$ cat src/rtl/pc_gen.sv
// pc_gen: fetch program counter with a direct-mapped BTB and a redirect held across backend stalls
module pc_gen #(
  parameter int ADDR_W = 32,
  parameter logic [ADDR_W-1:0] RESET_PC = '0,
  parameter int BTB_DEPTH = 16
) (
  input  logic              clk,
  input  logic              rst,
  input  logic              stall_hard,
  input  logic              stall_fetch,
  input  logic              ex_redir,
  input  logic [ADDR_W-1:0] ex_target,
  input  logic              id_redir,
  input  logic [ADDR_W-1:0] id_target,
  input  logic              upd_valid,
  input  logic [ADDR_W-1:0] upd_pc,
  input  logic [ADDR_W-1:0] upd_target,
  input  logic              upd_taken,
  output logic [ADDR_W-1:0] pc_o,
  output logic              pred_taken_o,
  output logic              redir_pending_o
);
  localparam int IDX_W = $clog2(BTB_DEPTH);
  localparam int TAG_W = ADDR_W - IDX_W - 2;
  logic [ADDR_W-1:0] pc_q, pc_n, pend_tgt;
  logic pred_q, pred_n, pend_v, pend_ex, hit, redir, upd_match, unused_lsb;
  logic [BTB_DEPTH-1:0] btb_v;
  logic [TAG_W-1:0] btb_tag [BTB_DEPTH];
  logic [ADDR_W-1:0] btb_tgt [BTB_DEPTH];
  logic [IDX_W-1:0] idx, upd_idx;
  assign idx = pc_q[IDX_W+1:2];
  assign upd_idx = upd_pc[IDX_W+1:2];
  assign hit = btb_v[idx] && btb_tag[idx] == pc_q[ADDR_W-1:IDX_W+2];
  assign upd_match = btb_tag[upd_idx] == upd_pc[ADDR_W-1:IDX_W+2];
  assign unused_lsb = ^upd_pc[1:0];
  assign redir = ex_redir || id_redir || pend_v;
  assign pc_o = pc_q;
  assign pred_taken_o = pred_q;
  assign redir_pending_o = pend_v;
  always_comb begin
    pc_n = stall_hard ? pc_q : ex_redir ? ex_target : id_redir ? id_target :
           pend_v ? pend_tgt : stall_fetch ? pc_q : hit ? btb_tgt[idx] : pc_q + ADDR_W'(4);
    pred_n = (stall_hard || (stall_fetch && !redir)) ? pred_q : !redir && hit;
  end
  always_ff @(posedge clk) begin
    if (rst) begin
      pc_q <= RESET_PC;
      pred_q <= 1'b0;
    end else begin
      pc_q <= pc_n;
      pred_q <= pred_n;
    end
  end
  // An EX redirect held during a stall must not be displaced by a later, older-path ID redirect
  always_ff @(posedge clk) begin
    if (rst) begin
      pend_v <= 1'b0;
      pend_ex <= 1'b0;
      pend_tgt <= '0;
    end else if (stall_hard) begin
      if (ex_redir) begin
        pend_v <= 1'b1;
        pend_ex <= 1'b1;
        pend_tgt <= ex_target;
      end else if (id_redir && !(pend_v && pend_ex)) begin
        pend_v <= 1'b1;
        pend_ex <= 1'b0;
        pend_tgt <= id_target;
      end
    end else begin
      pend_v <= 1'b0;
      pend_ex <= 1'b0;
    end
  end
  always_ff @(posedge clk) begin
    if (rst) btb_v <= '0;
    else if (upd_valid && upd_taken) btb_v[upd_idx] <= 1'b1;
    else if (upd_valid && upd_match) btb_v[upd_idx] <= 1'b0;
  end
  always_ff @(posedge clk) begin
    if (upd_valid && upd_taken) begin
      btb_tag[upd_idx] <= upd_pc[ADDR_W-1:IDX_W+2];
      btb_tgt[upd_idx] <= upd_target;
    end
  end
endmodule

$ cat config.mk
export PLATFORM = sky130hd
export DESIGN_NAME = pc_gen
export DESIGN_NICKNAME = d
export VERILOG_FILES = /design/src/rtl/pc_gen.sv
export SDC_FILE = /design/constraint.sdc
export NUM_CORES = 1
export LEC_CHECK = 0
export CELL_PAD_IN_SITES_DETAIL_PLACEMENT = 0
export CELL_PAD_IN_SITES_GLOBAL_PLACEMENT = 1
export CORE_MARGIN = 2
export CORE_UTILIZATION = 50
export CTS_BUF_LIST = sky130_fd_sc_hd__clkbuf_8
export DETAILED_ROUTE_END_ITERATION = 10
export PLACE_DENSITY_LB_ADDON = 0.1
export SYNTH_ARGS = -nofsm -noshare
export SYNTH_HDL_FRONTEND = slang
export SYNTH_SLANG_ARGS = --single-unit
$ cat constraint.sdc
create_clock -name clk -period 11.1 [get_ports clk]
set_input_delay 2.22 -clock clk [delete_from_list [all_inputs] [get_ports clk]]
set_output_delay 2.22 -clock clk [all_outputs]
set_load 0.02 [all_outputs]
# Yosys cells after proc, flatten, opt, wreduce, memory -nomap -nowiden

Memory sizes are Yosys's and may differ from the RTL's. A register that Yosys moved wholly into a read port is not among the register bits.
Cells that the tools add are included.

Memories kept: 2
Latch bits: 0
RAM bits: 928
Output and inout bits: 34
Bits in registers: 83
ROM bits: 0

Memories:

| name    | words | width | read ports | clocked after memory_dff | write ports | line | text |
|---|---|---|---|---|---|---|---|
| btb_tgt | 16    | 32    | 1          | 1                        | 1           | 29   | `logic [ADDR_W-1:0] btb_tgt [BTB_DEPTH];` |
| btb_tag | 16    | 26    | 2          | 1                        | 1           | 28   | `logic [TAG_W-1:0] btb_tag [BTB_DEPTH];` |

Reductions and logical operators: 18
Equality and inequality tests: 3
$lt $le $gt $ge: 3
Bitwise gates (word level): 4
Muxes and demuxes: 23
Divide/modulo/power cells: 0
Add/subtract/negate cells: 1
Multipliers: 0
Shifts and indexed selects: 0

Operator list:

| cell                                                              | number |
|---|---|
| two-way mux 32 bit                                                | 7 |
| equality test 26 bit                                              | 2 |
| adder 32 x 3 -> 32 bit, second input constant                     | 1 |
| two-way mux 16 bit                                                | 2 |
| AND 16 bit                                                        | 1 |
| two-way mux 4 bit                                                 | 4 |
| inverter 16 bit                                                   | 1 |
| bitwise OR 16 bit                                                 | 1 |
| less-than comparator 4 x 5 -> 1 bit, second input constant        | 2 |
| logical AND 1 bit                                                 | 8 |
| two-way mux 1 bit                                                 | 8 |
| binary-select mux 1 bit (select 4 bit)                            | 1 |
| demux 1 bit (select 4 bit)                                        | 1 |
| greater-or-equal comparator 4 x 1 -> 1 bit, second input constant | 1 |
| != test 4 x 1 -> 1 bit, second input constant                     | 1 |
| AND reduction 2 bit                                               | 2 |
| nonzero test 2 bit                                                | 2 |
| logical OR 1 bit                                                  | 3 |
| logical NOT 1 bit                                                 | 2 |
| OR reduction 2 bit                                                | 1 |
| inverter 1 bit                                                    | 1 |

# Longest topological paths before layout

Word-level depth: 10
Mapped depth: 16

# Worst setup path after synthesis

No wires, ideal clock.

Kind: in2reg
From: input port upd_pc[4]
To: memory btb_tag[7][0] (netlist bit) (enable)
Setup slack: 5.591 ns
Arrival time: 5.097 ns
Stages on the path: 7
Data required time: 10.688 ns
Cells stage by stage: clkbuf_1 > buf_1 > clkbuf_1 > nor2b_1 > nor2b_1 > nand3_1 > inv_1

RTL lines:

| what        | line | text |
|---|---|---|
| from (decl) | 16   | `input logic [ADDR_W-1:0] upd_pc,` |
| to (decl)   | 28   |  |

No word-level cell before the write port.

==> results.md <==
* Status: completed
* Post-CTS Setup Inserts at 0
* Reg power frac at 52.7%
* GP Congestion at 0.8233
* Chip height at 301.4 um
* CTS Buf Count at 166
* DP HPWL at 71130 um
* Clk_lat worst skew at 0.86 ns
* Met2 WL at 61460 um
* Max-slew violations at 0
* Comb power frac at 9.4%
* Slew @ Worst Pin at 1.142 ns
* Nets@finish at 2695
* DP Cell Count at 3555
* Met1 wire length at 50040 um
* Topmost layer with routed signal wires: met5
* Width of the die at 301.4 um
* Gr usage total at 27.90%
* I/O pin cnt at 170
* Netlist cell types at 69
* Yosys warnings at 0
* Clock power share at 37.9%
* Startpoint types: primary input
* VDD IR max at 118.5 uV
* Layout Skew at 0.03695 ns
* Layout area overhead at 13.32%
* Clock transition at path regs at 0.06 ns
* Power per standard cell area at 162.9 nW/um2
* Hold Fails Final Rpt at 0
* Via count at 24566
* Hold buffer count at cts at 0
* Antenna violations before repair at 3
* Iter 0 DRT Violations at 2661
* H-tree Lvls at 4
* Root Driver: clkbuf_8
* Vias per Instance at 6.361
* Tcrit/Tclk final at 55.02%
* Internal at 6165 uW
* Total grt overflow at 0
* Core Region at 87970 um2
* Worst setup EP type: register
* Syn_area_per_cell at 18.90 um2
* Final std cells w/o fill at 3862
* Total Power at 8164 uW
* Setup CP Type: primary input to register
* Share of the synthesized area in the top cell type at 63.00%
* Leak pwr at 0.01576 uW
* Net switching share of the total power at 24.48%
* MaxCap Viol Count at 0
* Largest net degree at the start of global routing at 136
* EDFF count, synth at 928
* Largest area contributor in the netlist: edfxtp_1
* Top_reg_cell synth: edfxtp_1
* Setup TNS at 0 ns
* DRT antenna net count at 0
* Flops & latches, synth at 1015
* Share of cells above drive strength 1 at 26.52%
* Req. time, crit path at 11.80 ns
* Syn_nets at 2478
* Clock Path Buffers at 3
* Gate Count Post-Synth at 2341
* Tmin final at 6.108 ns
* Worst slew margin at 23.81%
* CTS tree: built
* Residual DRC at 0
* Crit path arrival time at 6.80 ns
* Most common cell after layout, fill and taps aside: edfxtp_1
* Vias in the first global route at 25386
* FFs w/ async S/R, synth at 0%
* Commonest non-fill, non-tap cells in the layout: 928 x edfxtp_1, 389 x mux4_2, 175 x clkbuf_8, 161 x clkdlybuf4s50_1, 103 x nor2_1
* Starting Density at 50.29%
* Pre-antenna DRT Iters at 7
* Clock net sink count at 1015
* Hold Path Class: register to register
* Die area at 90870 um2
* Worst-path fanout max at 73
* Port-buffer cells at 167
* Post-CTS sizing at 0
* Mapped cell area at 44240 um2
* Detailed Route WL at 124300 um
* First-pass GRT wire length at 178500 um
* RSZ-0062 raised after global routing: no
* Routed wl met3 at 9990 um
* Seq/Total Area, Yosys at 66.93%
* Top cells by area, synth: edfxtp_1 63%, mux4_2 20%, dfxtp_1 3.9%
* Endpoints failing setup at 0
* Fmax at 0.1637 GHz
* DR WL/cell at 32.18 um
* Sw Pwr at 1999 uW
* # rows at 109
[metal layers]
layer  vias up  GRT usage (%)
met1     13100          38.39
met3       179          6.152
li1      10221              -
met4         4          8.008
met5         -              0
met2      1062          45.17
[kinds of logic after synthesis]
logic type / share of synthesized area [%]
adder cells (fa/ha/maj): 0.02828
buffers and inverters: 2.099
multiplexers: 21.86
flip-flops: 66.93
AND/OR/NAND/NOR: 3.609
XOR/XNOR: 1.584
AO/OA/AOI/OAI: 3.883
[critical path, cell delays in order]
cell,delay [ns]
buf_4,0.77
buf_4,0.69
mux4_2,0.41
mux4_2,0.48
xnor2_1,0.29
nand4_1,0.30
or4_1,0.55
o21ai_1,0.43
nand3_1,0.24
o21ai_0,0.23
a21oi_1,0.09
[path summary, 6_finish.rpt]
| check | startpoint | endpoint | slack [ns] | cells after the start |
|---|---|---|---|---|
| setup reg to reg | register | pc_o[13]$_SDFFE_PP0P_ | 5.29 | 12 |
| setup / recovery | upd_pc[3] | register | 4.99 | 11 |
| hold / removal | pred_taken_o$_SDFFE_PP0N_ | pred_taken_o$_SDFFE_PP0N_ | 0.46 | 2 |
| hold reg to reg | pred_taken_o$_SDFFE_PP0N_ | pred_taken_o$_SDFFE_PP0N_ | 0.46 | 2 |
[synthesized netlist by cell type, types with 18 or more instances]
cell type,n
nand3_1,27
mux2i_1,82
buf_2,49
a211oi_1,43
nand2_1,81
nor3_1,18
inv_1,26
a22oi_1,19
xnor2_1,54
edfxtp_1,928
xor2_1,26
a21oi_1,57
dfxtp_1,87
o21ai_0,26
mux4_2,389
clkbuf_1,81
buf_1,22
nor2_1,103
[sequential cells by signal, summed over array words and instances, names as in the netlist, named ones only]
signal,flops
pend_ex,1
btb_tgt,512
pred_taken_o,1
btb_tag,416
pend_tgt,32
redir_pending_o,1
pc_o,32
[stage by stage]
stage / area (um2) / setup WS, ns / hold WS (ns) / util (%)
floorplan: 44240 / 5.591 / 0.4458 / -
global route: 50130 / 4.867 / 0.4800 / 56.98
CTS: 50120 / 5.095 / 0.4671 / 56.98
global placement: 46980 / 4.176 / 0.4551 / 53.40
finish: 50130 / 4.992 / 0.4639 / 56.98
detailed placement: 46980 / 4.178 / 0.4587 / 53.40
[power by group through the flow]
| stage | clock (uW) | sequential [uW] | combinational (uW) |
|---|---|---|---|
| 6_report | 3100 | 4300 | 769 |
| 5_1_grt | 3330 | 4300 | 818 |
| 4_1_cts | 3150 | 4300 | 774 |
| 3_5_place_dp | 0 | 4380 | 772 |
| 3_3_place_gp | 0 | 4370 | 761 |
| 2_1_floorplan | 0 | 4340 | 501 |
[cell type report]
| cell class | count | area [um2] |
|---|---|---|
| clock buffer | 175 | 2409 |
| timing repair buffer | 218 | 2051 |
| clock inverter | 131 | 739.5 |
| fill | 6683 | 37840 |
| antenna | 1 | 2.502 |
| tap | 1165 | 1458 |
| inverter | 28 | 125.1 |
| multi-input combinational | 1129 | 13720 |
| sequential | 1015 | 29620 |
Note: power is estimated with default switching activity, not from simulation.
